`config.mk`:
```
export PLATFORM = sky130hd
export DESIGN_NAME = seq_multiplier
export DESIGN_NICKNAME = d
export VERILOG_FILES = /design/src/rtl/seq_multiplier.sv
export SDC_FILE = /design/constraint.sdc
export NUM_CORES = 1
export LEC_CHECK = 0
export ABC_AREA = 1
export CAP_MARGIN = 20
export CORE_MARGIN = 3
export CORE_UTILIZATION = 45
export CTS_BUF_LIST = sky130_fd_sc_hd__clkbuf_8 sky130_fd_sc_hd__clkbuf_16
export DETAILED_ROUTE_END_ITERATION = 6
export GPL_ROUTABILITY_DRIVEN = 0
export PLACE_DENSITY = 0.79
export SLEW_MARGIN = 20
export SYNTH_ARGS = -nofsm -noshare
export SYNTH_HDL_FRONTEND = slang
export SYNTH_SLANG_ARGS = --single-unit
```
`constraint.sdc`:
```
create_clock -name clk -period 3.7 [get_ports clk]
set_input_delay 1.11 -clock clk [delete_from_list [all_inputs] [get_ports clk]]
set_output_delay 1.11 -clock clk [all_outputs]
set_load 0.02 [all_outputs]
```
`src/rtl/seq_multiplier.sv`:
```
// seq_multiplier: shift-and-add multiplier, one multiplier bit per enabled cycle,
// unsigned or two's complement operands, valid/ready on both sides.
module seq_multiplier #(
   parameter int WIDTH_A = 8,
   parameter int WIDTH_B = 8
) (
   input  logic                       clk,
   input  logic                       rst,
   input  logic                       en,
   input  logic                       in_valid,
   output logic                       in_ready,
   input  logic                       sgn,
   input  logic [WIDTH_A-1:0]         a,
   input  logic [WIDTH_B-1:0]         b,
   output logic                       out_valid,
   input  logic                       out_ready,
   output logic                       busy,
   output logic [WIDTH_A+WIDTH_B-1:0] m
);
   localparam int W  = WIDTH_A + WIDTH_B;
   localparam int CW = $clog2(WIDTH_B);
   typedef enum logic [1:0] {IDLE, BUSY, DONE} state_t;
   state_t state, state_nxt;
   logic [CW-1:0] cnt;
   logic [W-1:0] acc, pp;
   logic [WIDTH_A-1:0] a_r;
   logic [WIDTH_B-1:0] b_r;
   logic sgn_r, last;
   always_comb begin
      last = cnt == CW'(WIDTH_B - 1);
      pp = {{WIDTH_B{sgn_r & a_r[WIDTH_A-1]}}, a_r} << cnt;
      state_nxt = !en ? state :
                  (state == IDLE && in_valid) ? BUSY :
                  (state == BUSY && last) ? DONE :
                  (state == DONE && out_ready) ? IDLE : state;
   end
   always_ff @(posedge clk or posedge rst)
      if (rst) state <= IDLE;
      else state <= state_nxt;
   always_ff @(posedge clk or posedge rst)
      if (rst) begin
         cnt <= '0;
         acc <= '0;
         a_r <= '0;
         b_r <= '0;
         sgn_r <= 1'b0;
      end else if (en) begin
         if (state == IDLE && in_valid) begin
            cnt <= '0;
            acc <= '0;
            a_r <= a;
            b_r <= b;
            sgn_r <= sgn;
         end else if (state == BUSY) begin
            // signed MSB of b carries weight -2^(WIDTH_B-1)
            if (b_r[cnt]) acc <= (sgn_r && last) ? acc - pp : acc + pp;
            cnt <= cnt + CW'(1);
         end
      end
   assign in_ready  = state == IDLE;
   assign busy      = state == BUSY;
   assign out_valid = state == DONE;
   assign m         = acc;
endmodule

```
=== Yosys cells after proc, flatten, opt, wreduce, memory -nomap -nowiden ===
Cells that the tools add are included.

* Add/sub/neg operators: 3
* Magnitude comparators: 1
* Equality and inequality tests: 3
* Shift operators: 1
* Mux-type cells: 11
* Bitwise gates (word level): 1
* Reduce and logical (&&, ||, !) cells: 12

{| class="wikitable"
|+ Operator list
! cell !! number
|-
| $mux W16 || 4
|-
| $add A16 B16 Y16 || 1
|-
| $shl A16 B3 Y16 || 1
|-
| $sub A16 B16 Y16 || 1
|-
| $mux W2 || 3
|-
| $mux W3 || 2
|-
| $reduce_and A2 Y1 || 3
|-
| $logic_and A1 B1 Y1 || 4
|-
| $lt A3 B4 Y1 const B || 1
|-
| $reduce_bool A2 Y1 || 2
|-
| $add A3 B1 Y3 const B || 1
|-
| $bmux W1 S3 || 1
|-
| $eq A3 B3 Y1 const B || 1
|-
| $reduce_and A3 Y1 || 1
|-
| $reduce_bool A3 Y1 || 1
|-
| $eq A2 B1 Y1 const B || 1
|-
| $eq A2 B2 Y1 const B || 1
|-
| $logic_not A2 Y1 || 1
|-
| $and A1 B1 Y1 || 1
|-
| $mux W1 || 1
|}

* Bits in registers: 38
* Input port bits: 22
* Output and inout port bits: 19
* Word-level logic and storage cells: 38

=== Longest topological paths before layout ===
* Depth in word-level cells: 7
* Depth in mapped cells: 24
* Depth with buffers taken out: 22

=== Worst setup path after synthesis ===
Ideal clock, no wire load.

* Kind: flip-flop to flip-flop
* Start point: register cnt[0]
* End point: register acc[15], in the netlist m[15]
* Setup time: 0.117 ns
* Arrival: 2.665 ns
* Data required time: 3.583 ns
* Slack: 0.917 ns
* Stages on the path, launching flop included: 22
* Path buffers: 2
* Period minus slack after synthesis: 2.783 ns
* Cell sequence: dfrtp_1 -> buf_6 -> buf_6 -> nand2_1 -> nand3_2 -> nand3_1 -> nand2_2 -> inv_2 -> nand2_2 -> nor2_4 -> nand4_2 -> o21ai_2 -> xor2_1 -> ha_1 -> a21oi_1 -> o21bai_1 -> a21oi_1 -> o21ai_0 -> a31oi_1 -> nand3_1 -> nand3_1 -> nand2_1

* Word-level cells in the longest chain between the ends: 6
* Elaborated cells between the ends (all ways): 13
* Classes of those cells: add/sub: 2; eq/ne: 1; shift: 1; mux: 6; reduce/logical: 3

{| class="wikitable"
|+ Ends and longest elaborated chain
! element !! RTL line !! source
|-
| from (decl) || 24 || <nowiki>logic [CW-1:0] cnt;</nowiki>
|-
| from (signal assigned) || 57 || <nowiki>cnt <= cnt + CW'(1);</nowiki>
|-
| $shl A16 B3 Y16 or $eq A3 B3 Y1 (tied branches) || 31, 30 ||
|-
| $add A16 B16 Y16 (tied with other cells) || 56 || <nowiki>if (b_r[cnt]) acc <= (sgn_r && last) ? acc - pp : acc + pp;</nowiki>
|-
| $mux W16 (2 in a row) || 56 ||
|-
| $mux W16 || 54 || <nowiki>end else if (state == BUSY) begin</nowiki>
|-
| $mux W16 || 48 || <nowiki>if (state == IDLE && in_valid) begin</nowiki>
|-
| to (signal assigned) || 56 ||
|-
| to (decl) || 25 || <nowiki>logic [W-1:0] acc, pp;</nowiki>
|}

Several ways; a longest one is shown, not always the timed one. The select of a mux whose other input is x is not followed.
A chain may end at the register's enable or synchronous reset.

=== Final worst setup path ===
* Start point: register cnt[1]
* End point: register acc[13], in the netlist m[13]

Same word-level chain as after synthesis.

==> summary.json <==
{
  "status": {"value": "finished clean"},
  "p_leak": {"value": 2.04, "unit": "nW"},
  "grt_start_max_net_pins": {"value": 39},
  "first_iter_violations": {"value": 186},
  "async_reset_ff_share": {"value": 100, "unit": "%"},
  "postSynthCellCount": {"value": 466},
  "synth-main-ff-cell": {"value": "sky130_fd_sc_hd__dfrtp_1"},
  "hold_viol_final": {"value": 0},
  "ff2ff_setup_slack": {"value": 0.35, "unit": "ns"},
  "count_of_unresolved_drc_violations_after_routing": {"value": 0},
  "synthToLayoutAreaGrowth": {"value": 17.8, "unit": "%"},
  "cap_viol_max_count": {"value": 0},
  "tritoncts_num_sinks": {"value": 38},
  "yosys_warnings": {"value": 0},
  "period_needed": {"value": 3.35, "unit": "ns"},
  "min_path_type": {"value": "reg -> reg"},
  "mostFrequentLayoutCells": {"value": "sky130_fd_sc_hd__nand2_1 (148), sky130_fd_sc_hd__inv_1 (54), sky130_fd_sc_hd__clkdlybuf4s50_1 (40)"},
  "postRouteWirelength": {"value": 7.22, "unit": "mm"},
  "met2_usage": {"value": 32.1, "unit": "%"},
  "cts_inserted_buffers": {"value": 5},
  "cts.root.buffer_cell": {"value": "sky130_fd_sc_hd__clkbuf_8"},
  "critical_path.endpoint_type": {"value": "register"},
  "cp.required": {"value": 3.88, "unit": "ns"},
  "rows": {"value": 30},
  "die_width": {"value": 90.9, "unit": "um"},
  "critical_path.startpoint_type": {"value": "register"},
  "worstSetupPathType": {"value": "reg -> reg"},
  "pre_cts_slack": {"value": 0.239, "unit": "ns"},
  "number_of_enable_type_register_cells_in_the_synthesized_netlist": {"value": 0},
  "postSynthRegisterBits": {"value": 38},
  "grt_use_total": {"value": 18.2, "unit": "%"},
  "fin_skew": {"value": 0.00658, "unit": "ns"},
  "design.final.nets": {"value": 548},
  "worst_pin_slew": {"value": 0.475, "unit": "ns"},
  "clk_latency": {"value": 0.29, "unit": "ns"},
  "cts_tree": {"value": "yes"},
  "hpwlAfterDp": {"value": 5.62, "unit": "mm"},
  "buffer_ports.inserted": {"value": 40},
  "vias": {"value": 3100},
  "overflow_left_after_global_routing": {"value": 0},
  "synth.avg_cell_area": {"value": 6.96, "unit": "um^2"},
  "final_common_cell": {"value": "sky130_fd_sc_hd__nand2_1"},
  "antenna_found_initial": {"value": 0},
  "ant_nets": {"value": 0},
  "total_setup_violations_reported_at_the_end_of_the_flow": {"value": 0},
  "drt-pass1-iter-count": {"value": 5},
  "globalRouteMet1Util": {"value": 23.1, "unit": "%"},
  "cts.clk_slew.worst_paths": {"value": 0.08, "unit": "ns"},
  "layout-drive-gt1-share": {"value": 13.0, "unit": "%"},
  "nets_in_the_synthesized_netlist": {"value": 507},
  "post_drt_wl_per_cell": {"value": 12.0, "unit": "um"},
  "number_of_global_route_vias_before_repair": {"value": 2965},
  "min_period_over_period": {"value": 90.4, "unit": "%"},
  "synth_seq_area_share": {"value": 29.3, "unit": "%"},
  "timing.fmax": {"value": 299, "unit": "MHz"},
  "busiest_layer": {"value": "met2"},
  "report.final.slew_viol_count": {"value": 0},
  "power.ir.vdd_worst": {"value": 0.164, "unit": "mV"},
  "rsz0062_at_grt": {"value": "false"},
  "finalInstanceArea": {"value": 0.00382, "unit": "mm^2"},
  "critPathMaxFanout": {"value": 12},
  "initial_utilization": {"value": 47.0, "unit": "%"},
  "synth.lib_cells_used.distinct": {"value": 38},
  "drt-vias-per-instance": {"value": 5.13},
  "grt_first_pass_wirelength": {"value": 12.9, "unit": "mm"},
  "cts.htree.levels": {"value": 2},
  "core_area": {"value": 0.00691, "unit": "mm^2"},
  "power.density": {"value": 195, "unit": "mW/mm^2"},
  "fp.dieH": {"value": 90.9, "unit": "um"},
  "cts-root-to-sink-buffers": {"value": 2},
  "gr-usage-met3": {"value": 2.92, "unit": "%"},
  "max-slew-margin-rel": {"value": 68.3, "unit": "%"},
  "worstPathArrival": {"value": 3.52, "unit": "ns"},
  "fin_ws": {"value": 0.353, "unit": "ns"},
  "finalSetupTns": {"value": 0, "unit": "ns"},
  "dieArea": {"value": 0.00826, "unit": "mm^2"},
  "n_antenna_cell": {"value": 0},
  "summed_instance_area_of_the_synthesized_netlist": {"value": 0.00324, "unit": "mm^2"},
  "design.portCount": {"value": 41},
  "post_dp_cell_area": {"value": 0.00371, "unit": "mm^2"},
  "nFillCells": {"value": 660}
}
routing by layer:
| metal | up-vias | routed length, um | share of wire (%) |
|---|---|---|---|
| li1 | 1593 | - | - |
| met1 | 1395 | 3280 | 45 |
| met2 | 97 | 3470 | 48 |
| met3 | 15 | 358 | 5.0 |
| met4 | 0 | 112 | 1.6 |
| met5 | - | 0 | 0 |
cells by family after synthesis:
group                    after synthesis  synth area share (%)
buffers and inverters                 72                  9.53
AND/OR/NAND/NOR                      247                  36.5
AO/OA/AOI/OAI                         74                  12.8
XOR/XNOR                              16                  4.32
adder cells (fa/ha/maj)               19                  7.56
flip-flops                            38                  29.3
synthesized netlist by cell type, drive strengths merged, types with 2 or more instances:
master | number | area, um^2
ha | 18 | 225
xor2 | 13 | 114
o211ai | 2 | 15.0
nor2 | 26 | 130
o22ai | 3 | 18.8
inv | 61 | 231
o21ai | 37 | 189
a31oi | 6 | 37.5
buf | 7 | 62.6
nand4 | 4 | 31.3
a32o | 2 | 20.0
nand2 | 167 | 694
dfrtp | 38 | 951
o21bai | 2 | 15.0
nand3 | 44 | 295
a21oi | 20 | 104
nor3 | 4 | 20.0
clkbuf | 4 | 15.0
xnor2 | 3 | 26.3
registers in the layout (all words and copies together), names as in the netlist:
name,count
a_r,8
b_r,8
cnt,3
m,16
sgn_r,1
state,2
stage by stage:
step / power [mW] / utilization [%] / std cells / hold slack [ns]
detailed placement: 0.455 / 53.7 / 594 / 0.465
global route: 0.775 / 55.3 / 604 / 0.528
floorplan: 0.430 / - / 466 / 0.442
global placement: 0.455 / 53.7 / 594 / 0.459
finish: 0.747 / 55.3 / 604 / 0.479
CTS: 0.758 / 55.1 / 602 / 0.485
power by group:
group | internal, mW | leakage [nW] | total (mW) | switching (mW)
Sequential | 0.415 | 0.468 | 0.415 | 0
Combinational | 0.0199 | 1.52 | 0.0310 | 0.0110
Clock | 0.150 | 0.0472 | 0.301 | 0.151
Total | 0.585 | 2.04 | 0.747 | 0.162
path summary, 6_finish.rpt:
check | startpoint | endpoint | cells after the start
min | b_r[4]$_DFFE_PP0P_ | b_r[4]$_DFFE_PP0P_ | 2
min reg2reg | b_r[4]$_DFFE_PP0P_ | b_r[4]$_DFFE_PP0P_ | 2
min in group asynchronous | rst | m[2]$_DFFE_PP0P_ | 3
max in group asynchronous | rst | cnt[0]$_DFFE_PP0P_ | 3
max reg2reg | cnt[1]$_DFFE_PP0P_ | m[13]$_DFFE_PP0P_ | 18
max | cnt[1]$_DFFE_PP0P_ | m[13]$_DFFE_PP0P_ | 18
timing repair:
action / in CTS / in global routing
hold buffers: 0 / 0
endpoints found under the hold margin: 0 / 0
buffers inserted: 0 / 2
setup endpoints to repair: 0 / 6
gates resized for setup: 0 / 2
critical path, cell delays in order, from the launching register on:
cell	delay, ns
sky130_fd_sc_hd__dfrtp_2	0.51
sky130_fd_sc_hd__ha_1	0.22
sky130_fd_sc_hd__ha_1	0.20
sky130_fd_sc_hd__nand2_2	0.18
sky130_fd_sc_hd__inv_1	0.17
sky130_fd_sc_hd__nor2_1	0.17
sky130_fd_sc_hd__xor2_1	0.16
sky130_fd_sc_hd__inv_1	0.06
sky130_fd_sc_hd__ha_1	0.33
sky130_fd_sc_hd__nand2_1	0.09
sky130_fd_sc_hd__nand2_1	0.05
sky130_fd_sc_hd__a31oi_1	0.31
sky130_fd_sc_hd__nor2_1	0.07
sky130_fd_sc_hd__o21ai_0	0.25
sky130_fd_sc_hd__nand2_1	0.16
sky130_fd_sc_hd__nand4_1	0.12
sky130_fd_sc_hd__nand3_1	0.07
sky130_fd_sc_hd__nand2_1	0.06
sky130_fd_sc_hd__o21ai_1	0.06
final cells by class:
class	instances	area, um^2	area share [%]
repair buffers	45	438	11.5
well taps	96	120	3.14
clock inverters	2	12.5	0.327
clock buffers	6	82.6	2.16
multi-input cells	356	1980	51.9
inverters	61	231	6.06
flip-flops and latches	38	953	24.9
Note: power is estimated with default switching activity, not from simulation.
